### config.mk
export PLATFORM = sky130hd
export DESIGN_NAME = ws2812_serializer
export DESIGN_NICKNAME = d
export VERILOG_FILES = /design/src/rtl/ledsuit_pkg.sv /design/src/rtl/ws2812_serializer.sv
export SDC_FILE = /design/constraint.sdc
export NUM_CORES = 1
export LEC_CHECK = 0
export BUFFER_PORTS_ARGS = -buffer_cell sky130_fd_sc_hd__buf_4
export CAP_MARGIN = 20
export CORE_ASPECT_RATIO = 1.25
export CORE_UTILIZATION = 40
export DETAILED_ROUTE_END_ITERATION = 16
export MAX_ROUTING_LAYER = met4
export PLACE_DENSITY = 0.58
export SETUP_SLACK_MARGIN = 0.05
export SLEW_MARGIN = 15
export SYNTH_ARGS = -nofsm -noshare
export SYNTH_HDL_FRONTEND = slang
export SYNTH_SLANG_ARGS = --single-unit
### constraint.sdc
create_clock -name clk -period 3.4 [get_ports clk]
set_input_delay 0.17 -clock clk [delete_from_list [all_inputs] [get_ports clk]]
set_output_delay 0.17 -clock clk [all_outputs]
set_load 0.005 [all_outputs]
### src/rtl/ledsuit_pkg.sv
// Shared LED-suit definitions: WS2812 timing defaults, ns-to-cycle conversion
// and the serializer state encoding used by the strip driver and its bench.
package ledsuit_pkg;

  localparam int WS_CLK_FREQ_MHZ = 50;
  localparam int WS_T0H_NS       = 350;
  localparam int WS_T1H_NS       = 700;
  localparam int WS_BIT_NS       = 1250;
  localparam int WS_RESET_US     = 80;

  // Truncates, so a pulse never exceeds its nominal width.
  function automatic int ns_to_cycles(input int ns, input int mhz);
    return (ns * mhz) / 1000;
  endfunction

  typedef enum logic [2:0] {
    SER_IDLE,
    SER_HIGH,
    SER_LOW,
    SER_WAIT,
    SER_LATCH
  } ser_state_e;

endpackage

### src/rtl/ws2812_serializer.sv
// WS2812 one-wire line encoder: turns a valid/ready stream of GRB bytes into
// NRZ bit pulses followed by the end-of-frame latch gap.
module ws2812_serializer
  import ledsuit_pkg::*;
#(
  parameter int CLK_FREQ_MHZ = WS_CLK_FREQ_MHZ,
  parameter int T0H_NS       = WS_T0H_NS,
  parameter int T1H_NS       = WS_T1H_NS,
  parameter int BIT_NS       = WS_BIT_NS,
  parameter int RESET_US     = WS_RESET_US
) (
  input  logic       clk,
  input  logic       rst_n,
  input  logic       in_valid,
  input  logic [7:0] in_data,
  input  logic       in_last,
  output logic       in_ready,
  output logic       strip_out,
  output logic       busy,
  output logic       frame_done,
  output logic       underrun
);

  localparam int T0H_CYC   = ns_to_cycles(T0H_NS, CLK_FREQ_MHZ);
  localparam int T1H_CYC   = ns_to_cycles(T1H_NS, CLK_FREQ_MHZ);
  localparam int BIT_CYC   = ns_to_cycles(BIT_NS, CLK_FREQ_MHZ);
  localparam int RESET_CYC = ns_to_cycles(RESET_US * 1000, CLK_FREQ_MHZ);
  localparam int MAX_CYC   = (BIT_CYC > RESET_CYC) ? BIT_CYC : RESET_CYC;
  localparam int CNT_W     = $clog2(MAX_CYC + 1);

  typedef logic [CNT_W-1:0] cnt_t;

  // Counter holds "cycles remaining minus one" in the current phase.
  localparam cnt_t T0H_LD = cnt_t'(T0H_CYC - 1);
  localparam cnt_t T1H_LD = cnt_t'(T1H_CYC - 1);
  localparam cnt_t T0L_LD = cnt_t'(BIT_CYC - T0H_CYC - 1);
  localparam cnt_t T1L_LD = cnt_t'(BIT_CYC - T1H_CYC - 1);
  localparam cnt_t RST_LD = cnt_t'(RESET_CYC - 1);

  if (!(T0H_CYC >= 1 && T0H_CYC < T1H_CYC && T1H_CYC < BIT_CYC && RESET_CYC >= 1))
    begin : g_bad_timing
      $error("ws2812_serializer: need 1 <= T0H_CYC < T1H_CYC < BIT_CYC and RESET_CYC >= 1");
    end

  ser_state_e state_q, state_d;
  cnt_t       cnt_q, cnt_d;
  logic [7:0] shift_q, shift_d;
  logic [2:0] idx_q, idx_d;
  logic       last_q, last_d;
  logic       strip_q, strip_d;
  logic       ready_q, ready_d;
  logic       busy_q, busy_d;
  logic       done_q, done_d;
  logic       under_q, under_d;
  logic       accept;

  assign accept = in_valid && ready_q;

  always_comb begin
    state_d = state_q;
    cnt_d   = cnt_q;
    shift_d = shift_q;
    idx_d   = idx_q;
    last_d  = last_q;
    done_d  = 1'b0;
    under_d = 1'b0;

    unique case (state_q)
      SER_IDLE: begin
        if (accept) begin
          shift_d = in_data;
          last_d  = in_last;
          idx_d   = 3'd7;
          state_d = SER_HIGH;
          cnt_d   = in_data[7] ? T1H_LD : T0H_LD;
        end
      end
      SER_HIGH: begin
        if (cnt_q == '0) begin
          state_d = SER_LOW;
          cnt_d   = shift_q[7] ? T1L_LD : T0L_LD;
        end else begin
          cnt_d = cnt_q - cnt_t'(1);
        end
      end
      SER_LOW: begin
        if (cnt_q != '0) begin
          cnt_d = cnt_q - cnt_t'(1);
        end else if (idx_q != 3'd0) begin
          shift_d = {shift_q[6:0], 1'b0};
          idx_d   = idx_q - 3'd1;
          state_d = SER_HIGH;
          cnt_d   = shift_q[6] ? T1H_LD : T0H_LD;
        end else if (last_q) begin
          state_d = SER_LATCH;
          cnt_d   = RST_LD;
        end else if (accept) begin
          shift_d = in_data;
          last_d  = in_last;
          idx_d   = 3'd7;
          state_d = SER_HIGH;
          cnt_d   = in_data[7] ? T1H_LD : T0H_LD;
        end else begin
          state_d = SER_WAIT;
          cnt_d   = RST_LD;
        end
      end
      SER_WAIT: begin
        if (accept) begin
          shift_d = in_data;
          last_d  = in_last;
          idx_d   = 3'd7;
          state_d = SER_HIGH;
          cnt_d   = in_data[7] ? T1H_LD : T0H_LD;
        end else if (cnt_q == '0) begin
          state_d = SER_IDLE;
          under_d = 1'b1;
        end else begin
          cnt_d = cnt_q - cnt_t'(1);
        end
      end
      SER_LATCH: begin
        if (cnt_q == '0) begin
          state_d = SER_IDLE;
          done_d  = 1'b1;
        end else begin
          cnt_d = cnt_q - cnt_t'(1);
        end
      end
      default: state_d = SER_IDLE;
    endcase

    // Outputs decode the next state so they can be registered without lag.
    strip_d = (state_d == SER_HIGH);
    busy_d  = (state_d != SER_IDLE);
    ready_d = (state_d == SER_IDLE) || (state_d == SER_WAIT) ||
              ((state_d == SER_LOW) && (cnt_d == '0) && (idx_d == 3'd0) && !last_d);
  end

  always_ff @(posedge clk or negedge rst_n) begin
    if (!rst_n) begin
      state_q <= SER_IDLE;
      cnt_q   <= '0;
      shift_q <= '0;
      idx_q   <= '0;
      last_q  <= 1'b0;
      strip_q <= 1'b0;
      ready_q <= 1'b0;
      busy_q  <= 1'b0;
      done_q  <= 1'b0;
      under_q <= 1'b0;
    end else begin
      state_q <= state_d;
      cnt_q   <= cnt_d;
      shift_q <= shift_d;
      idx_q   <= idx_d;
      last_q  <= last_d;
      strip_q <= strip_d;
      ready_q <= ready_d;
      busy_q  <= busy_d;
      done_q  <= done_d;
      under_q <= under_d;
    end
  end

  assign in_ready   = ready_q;
  assign strip_out  = strip_q;
  assign busy       = busy_q;
  assign frame_done = done_q;
  assign underrun   = under_q;

endmodule

==> key figures, run 1 <==
Worst hold path
  • Hold Crit Depth: 3
  • Hold Startpoint: in_data[0]
  • Sink of the worst hold path: shift_q[0]
  • Worst Hold Class: in -> reg

Logic synthesis
  • Post-synth EDFFs: 0
  • Yosys top cell by area: dfrtp_1
  • Yosys warns: 0
  • Post-synth top area share: approximately 36%
  • Asr flop ratio synth: 100%
  • Synthesis-stage register bit count: 32
  • Post-synthesis xor/xnor area fraction: 0%
  • Combinational family with the most area after synthesis: simple AND/OR/NAND/NOR gates
  • Dominant synthesized flop cell: dfrtp_1
  • Post-Synth Adder-Cell Area: 2.26%
  • Post-Syn Area: 0.00221 mm^2
  • Synth top area cells: dfrtp_1 36%, o21ai_0 4.7%, nor2_1 4.4%
  • Register area share after synthesis: a little over a third
  • Unique masters post-synth: 57
  • Synth Area in Simple Gates: between 20% and 30%
  • Most instantiated cells after synthesis: 32 x dfrtp_1, 26 x nor2_1, 24 x nand2_1, 21 x o21ai_0, 16 x a21oi_1
  • Synth Area in Compound Gates: between 20% and 30%
  • Gate Count Post-Synth: approximately 270
  • Post-synthesis mux area share: 1.36%
  • Mapped Nets: 284
  • Avg Cell Area, Syn: roughly 8.3 um^2
  • Count leader, synth: dfrtp_1

STA
  • Final period utilization: 91.0%
  • Setup-failing EPs final: 0
  • Clk_skew: 0.00850 ns
  • RSZ-0062 raised after global routing: false
  • Maximum clock rate: ~320 MHz
  • Fin crit period: about 3.1 ns
  • Max Slew Vio Count: 0
  • Final hold vios: 0
  • Setup TNS: 0 ns
  • Worst slew pin tran: ~0.63 ns
  • Hold slack: between 0.1 and 0.15 ns
  • Slew HR: around 58%

Detailed routing
  • Iter 0 DRT Violations: roughly 200
  • Via count: roughly 2200
  • Drt wl/cell: approximately 19 um
  • Final WL: 6630 um
  • DR vias/cell: between 6 and 7
  • Antenna viol nets, final: 0
  • Number of remaining DRC errors: 0
  • Pre-Repair DR Iteration Count: 4

Global route
  • Total gr overflow: 0
  • Largest net degree at the start of global routing: 33
  • First-pass GRT wire length: between 10000 and 15000 um
  • Vias in the first global route: approximately 2200
  • GRT Overall Usage: roughly a quarter
  • Initial antenna violation count: 0

Place
  • Detailed placer's ending HPWL: about 4800 um
  • Port bufs: 16
  • GP Congestion: approximately 0.85

Setup path
  • R2R setup slack: 0.30 ns
  • Crit Path Max Fanout: 15
  • CP required: roughly 3.6 ns
  • Data arrival time of the critical path: 3.33 ns
  • Startpoint types: flip-flop
  • Reg2reg start: cnt_q[8]
  • RR Endpoint: in_ready
  • Crit path kind: reg -> reg
  • CP endpoint kind: flip-flop
  • Worst r2r path cells: 9

Run
  • Maxcap violations: 0

Finish
  • Antenna cell count: 0
  • Nets: between 300 and 400
  • Area Growth Syn to Fin: 15.7%
  • Share of post-route cells with drive strength above 1: 14.7%

Floorplanning
  • Starting density of the core: a little over two fifths
  • # rows: 29
  • I/O Pins: 17
  • Die width: 68.5 um
  • Core area: 0.00519 mm^2
  • Die Ht: around 85 um
  • Die ar.: approximately 0.006 mm^2

Pwr
  • Maximum VDD drop: 0.361 mV
  • Power Dens Cells: about 780 mW/mm^2
  • LEAKAGE: between 1 and 1.5 nW

Clocking
  • Worst skew pair latency: slightly below 0.3 ns
  • CTS tree: yes
  • Worst-path clk slew: around 0.07 ns
  • Clock Path Buffers: 2
  • Post-CTS Repair Setup Buffers: 0
  • H-tree depth: 2
  • CTS root buf: clkbuf_8
  • CTS Buf Count: 5
  • Clock sink total: 32

Status
  • Status: finished, final reports clean
==> critical path, stage by stage, from the launching register on <==
cell	delay (ns)
dfrtp_1	0.43
or4_1	0.66
nor3_4	0.28
inv_4	0.13
o21ai_4	0.26
a311oi_1	0.08
a211o_1	0.30
or4b_1	0.52
nor4b_2	0.25
a21o_1	0.14
==> metal layers <==
metal,vias up,wire length [um],global-route usage [%]
li1,1069,-,-
met1,1056,2800,33.4
met2,84,3280,41.0
met3,18,346,5.38
met4,0,207,11.0
met5,-,0,-
==> kinds of logic (layout without fill, tap and decap cells) <==
| group | after synthesis | after routing |
|---|---|---|
| muxes | 3 | 3 |
| and+or+nand+nor | 114 | 114 |
| DFF | 32 | 32 |
| adders and majority gates | 4 | 4 |
| buffers and inverters | 24 | 49 |
| AOI/OAI and AO/OA | 91 | 91 |
==> layout make-up <==
class                   instances  area, um^2
repair buffers                 30         228
fillers                       521        2630
well taps                      62        77.6
multi-input cells             212        1320
clock buffers                   8        90.1
inverters                      11        43.8
flip-flops and latches         32         801
==> flip-flops by register name, summed over array words and instances, names as in the netlist <==
signal and count:
strip_out 1, frame_done 1, shift_q 8, busy 1
idx_q 3, last_q 1, underrun 1, in_ready 1
cnt_q 12, state_q 3
==> what timing repair did <==
item,CTS,global route
hold endpoints to repair,32,0
resized for setup,0,1
hold buffers,1,0
setup endpoints to repair,0,1
==> how the worst max path moves through the flow <==
stage / cells after the start / startpoint / end
6_report: 9 / cnt_q[8] / in_ready
3_5_place_dp: 11 / cnt_q[0] / in_ready
5_1_grt: 14 / cnt_q[0] / in_ready
2_1_floorplan: 15 / cnt_q[0] / in_ready
3_3_place_gp: 11 / cnt_q[0] / in_ready
4_1_cts: 11 / cnt_q[0] / in_ready
==> power by group <==
part / switching (W) / leakage [nW] / internal, W / total [W]
logic: 0.000599 / 0.622 / 0.000413 / 0.00101
clock network: 0.000148 / 0.0455 / 0.000165 / 0.000313
registers: 0.000162 / 0.398 / 0.000514 / 0.000676
total: 0.000908 / 1.06 / 0.00109 / 0.00200
==> layout by cell type, fill, tap and decap left out, types with 2 or more instances in the layout <==
| cell type | synthesis | final |
|---|---|---|
| dfrtp_1 | 32 | 32 |
| buf_4 | 0 | 29 |
| nor2_1 | 26 | 26 |
| nand2_1 | 24 | 24 |
| o21ai_0 | 21 | 21 |
| a21oi_1 | 16 | 16 |
| nor3_1 | 11 | 11 |
| nand3_1 | 10 | 10 |
| inv_1 | 9 | 9 |
| or3_1 | 9 | 9 |
| a31oi_1 | 6 | 6 |
| clkbuf_8 | 0 | 6 |
| nand2b_1 | 5 | 5 |
| o21ai_1 | 5 | 5 |
| nand4_1 | 5 | 5 |
| o31ai_1 | 5 | 5 |
| a21o_1 | 5 | 5 |
| o2111ai_1 | 4 | 4 |
| ha_1 | 4 | 4 |
| and3b_1 | 3 | 3 |
| nor3b_1 | 3 | 3 |
| nor2b_1 | 3 | 3 |
| o211a_1 | 3 | 3 |
| o211ai_1 | 3 | 3 |
| a32o_1 | 3 | 3 |
| o221ai_1 | 3 | 3 |
| mux2i_1 | 3 | 3 |
| or4_1 | 2 | 2 |
| and2_1 | 2 | 2 |
| o21a_1 | 2 | 2 |
| a22oi_1 | 2 | 2 |
| a211oi_1 | 2 | 2 |
| clkbuf_1 | 10 | 2 |
==> per-stage QoR <==
step	cells	area, um^2	total power (W)	setup WS [ns]	util [%]
final	355	2560	0.00200	0.305	49.3
after global routing	355	2560	0.00216	0.0840	49.3
after CTS	355	2560	0.00200	0.227	49.3
after detailed placement	346	2460	0.00168	0.244	47.4
after global placement	346	2460	0.00169	0.307	47.4
after floorplan	268	2210	0.00136	0.216	-
Power figures use the tool's default switching activity.
==> inputs of run 2 (changes only) <==
--- a/config.mk
+++ b/config.mk
@@ -8,10 +8,10 @@
 export BUFFER_PORTS_ARGS = -buffer_cell sky130_fd_sc_hd__buf_4
 export CAP_MARGIN = 20
 export CORE_ASPECT_RATIO = 1.25
-export CORE_UTILIZATION = 40
+export CORE_UTILIZATION = 41
 export DETAILED_ROUTE_END_ITERATION = 16
 export MAX_ROUTING_LAYER = met4
-export PLACE_DENSITY = 0.58
+export PLACE_DENSITY = 0.59
 export SETUP_SLACK_MARGIN = 0.05
 export SLEW_MARGIN = 15
 export SYNTH_ARGS = -nofsm -noshare
==> run 2 against run 1 <==
  * Maximum frequency is 1.9% lower
  * Critical path type unchanged
  * Utilization is 0.35 points higher
  * Setup slack worse by 0.060 ns
  * Cell count stayed put
  * Power is 0.80% higher
  * Non-clock buffer count stayed put
  * First-iteration DRC count is 7.4% lower
  * Global-route usage is 0.30 points higher
  * Sequential cell count stayed put
  * Clock skew is 0.0023 ns lower
  * Routed wire length is 2.8% lower
==> key figures, run 2 (synthesis gave the netlist of run 1 again) <==
Place
  • Detailed placer's ending HPWL: 4710 um (-2.5%)
  • GP Congestion: 0.906 (+6.1%)
  • Port bufs: 16 (unchanged)
  • Placed inst area: 0.00246 mm^2 (unchanged)

Clocking
  • Worst-path clk slew: 0.07 ns (about the same)
  • H-tree depth: 2 (unchanged)
  • Clock Path Buffers: 2 (unchanged)
  • CTS root buf: clkbuf_8
  • Post-CTS Repair Setup Buffers: 0 (unchanged)
  • CTS tree: yes
  • Clock sink total: 32 (unchanged)
  • Worst skew pair latency: 0.29 ns (about the same)
  • CTS Buf Count: 5 (unchanged)

Global route
  • First-pass GRT wire length: 11100 um (+0.63%)
  • Largest net degree at the start of global routing: 33 (unchanged)
  • Total gr overflow: 0 (unchanged)
  • GRT Overall Usage: 26.9% (+0.30 points)
  • Vias in the first global route: 2197 (+1.7%)
  • Initial antenna violation count: 0 (unchanged)

Status
  • Status: finished, final reports clean

Worst hold path
  • Hold Crit Depth: 3 (unchanged)
  • Hold Startpoint: in_data[0]
  • Worst Hold Class: in -> reg
  • Sink of the worst hold path: shift_q[0]

Floorplanning
  • Die ar.: 0.00570 mm^2 (-2.4%)
  • Core area: 0.00515 mm^2 (-0.70%)
  • # rows: 29 (unchanged)
  • Starting density of the core: 43.0% (+0.30 points)
  • Die width: 67.7 um (-1.2%)
  • Die Ht: 84.1 um (-1.2%)
  • I/O Pins: 17 (unchanged)

Setup path
  • CP required: 3.63 ns (about the same)
  • CP endpoint kind: flip-flop
  • Sequence of cells on the critical path: inv_1 > ha_1 > or3b_4 > nor3_4 > inv_4 > o21ai_4 > a311oi_1 > a211o_1 > or4b_1 > nor4b_2 > a21o_1
  • Data arrival time of the critical path: 3.39 ns (+0.06 ns)
  • Critical path's top delay family: simple AND/OR/NAND/NOR gates
  • Slowest cell on crit path: or4b_1
  • R2R setup slack: 0.25 ns (-0.06 ns)
  • RR Endpoint: in_ready
  • Crit Path Max Fanout: 15 (unchanged)
  • Crit path kind: reg -> reg
  • Worst r2r path cells: 11 (+2)
  • Startpoint types: flip-flop
  • Crit path buf inv count: 2 (+1)
  • Crit-path max cell delay: 0.53 ns (-0.13 ns)
  • Reg2reg start: cnt_q[0]

STA
  • RSZ-0062 raised after global routing: false
  • Clk_skew: 0.00619 ns (-0.00231 ns)
  • Setup-failing EPs final: 0 (unchanged)
  • Final period utilization: 92.8% (+1.8 points)
  • Worst slew pin tran: 0.612 ns (-0.0209 ns)
  • Fin crit period: 3.15 ns (+0.0598 ns)
  • Slew HR: 58.9% (+1.4 points)
  • Final hold vios: 0 (unchanged)
  • Setup TNS: 0 ns (unchanged)
  • Maximum clock rate: 317 MHz (-1.9%)
  • Max Slew Vio Count: 0 (unchanged)

Finish
  • Largest Register: cnt_q
  • Largest registers: cnt_q: 12 flops, shift_q: 8 flops
  • Commonest cells after routing, fill and taps aside: 32 x dfrtp_1, 29 x buf_4, 26 x nor2_1, 24 x nand2_1, 21 x o21ai_0
  • Final instance area: 0.00256 mm^2 (unchanged)
  • Antenna cell count: 0 (unchanged)
  • Most common cell after layout, fill and taps aside: dfrtp_1
  • Nets: 308 (unchanged)
  • Share of post-route cells with drive strength above 1: 14.7% (unchanged)
  • Final core area utilization: 49.7% (+0.35 points)
  • Area Growth Syn to Fin: 15.7% (unchanged)
  • Largest register FFs: 12 (unchanged)
  • Fill count: 526 (+0.96%)

Detailed routing
  • Drt wl/cell: 18.2 um (-2.8%)
  • Number of remaining DRC errors: 0 (unchanged)
  • DR vias/cell: 6.14 (-2.2%)
  • Via count: 2179 (-2.2%)
  • Antenna viol nets, final: 0 (unchanged)
  • Pre-Repair DR Iteration Count: 4 (unchanged)
  • Iter 0 DRT Violations: 187 (-7.4%)
  • Final WL: 6450 um (-2.8%)

Pwr
  • Clock power frac: 15.7% (about the same)
  • P_int: 0.00110 W (+0.66%)
  • Seq pwr share: 32.6% (-1.2 points)
  • LEAKAGE: 1.06 nW (about the same)
  • Logic gate share of total power: 51.7% (+1.1 points)
  • Sw Ratio: 45.5% (+0.074 points)
  • Net Switching: 0.000917 W (+0.96%)
  • Maximum VDD drop: 0.316 mV (-12%)
  • Power Dens Cells: 788 mW/mm^2 (+0.80%)

Run
  • Maxcap violations: 0 (unchanged)
[run 2: cell type report]
cell class / instances / area, um^2 / share of cell area [%]
repair buffers: 30 / 228 / 8.90
inverters: 11 / 43.8 / 1.71
clock buffers: 8 / 90.1 / 3.52
flip-flops and latches: 32 / 801 / 31.3
well taps: 62 / 77.6 / 3.03
multi-input cells: 212 / 1320 / 51.6
[run 2: worst max path at each step]
| stage | from | to | slack [ns] | cells past startpoint |
|---|---|---|---|---|
| 6_report | cnt_q[0] | in_ready | 0.25 | 11 |
| 5_1_grt | cnt_q[0] | in_ready | 0.08 | 14 |
| 2_1_floorplan | cnt_q[0] | in_ready | 0.22 | 15 |
| 3_5_place_dp | cnt_q[0] | in_ready | 0.23 | 11 |
| 3_3_place_gp | cnt_q[0] | in_ready | 0.30 | 11 |
| 4_1_cts | cnt_q[0] | in_ready | 0.17 | 11 |
[run 2: per-layer routing]
layer  track usage (%)  up-vias  routed length, um  part of all wire [%]
li1                  -     1060                  -                     -
met2              39.5       67               3170                    49
met1              34.9     1035               2750                    43
met3              5.03       17                314                   4.9
met5                 -        -                  0                     0
met4              13.2        0                209                   3.2
[run 2: worst register-to-register path, delay by kind of cell (launching register included)]
kind            cells  cell delay, ns
simple gates        4            1.45
fa+ha+maj           1            0.20
buf+inv             2            0.25
compound gates      4            0.78
flops               1            0.42
[run 2: power by group through the flow]
stage,Clock (W),Combinational [W],Sequential (W)
floorplan,0,0.000744,0.000614
global placement,0,0.00103,0.000657
detailed placement,0,0.00102,0.000661
CTS,0.000323,0.00103,0.000656
global route,0.000340,0.00117,0.000679
finish,0.000317,0.00104,0.000657
[run 2: repair_timing]
item	in CTS	in global routing
setup endpoints to repair	0	1
hold buffers	1	0
resized for setup	0	1
endpoints found under the hold margin	32	0
[run 2: metrics by stage]
stage	cells	total power [W]	worst slack, ns	hold slack (ns)
finish	355	0.00202	0.245	0.125
global route	355	0.00219	0.0778	0.157
CTS	355	0.00201	0.174	0.129
detailed placement	346	0.00169	0.226	0.150
global placement	346	0.00169	0.298	0.145
floorplan	268	0.00136	0.216	-0.126
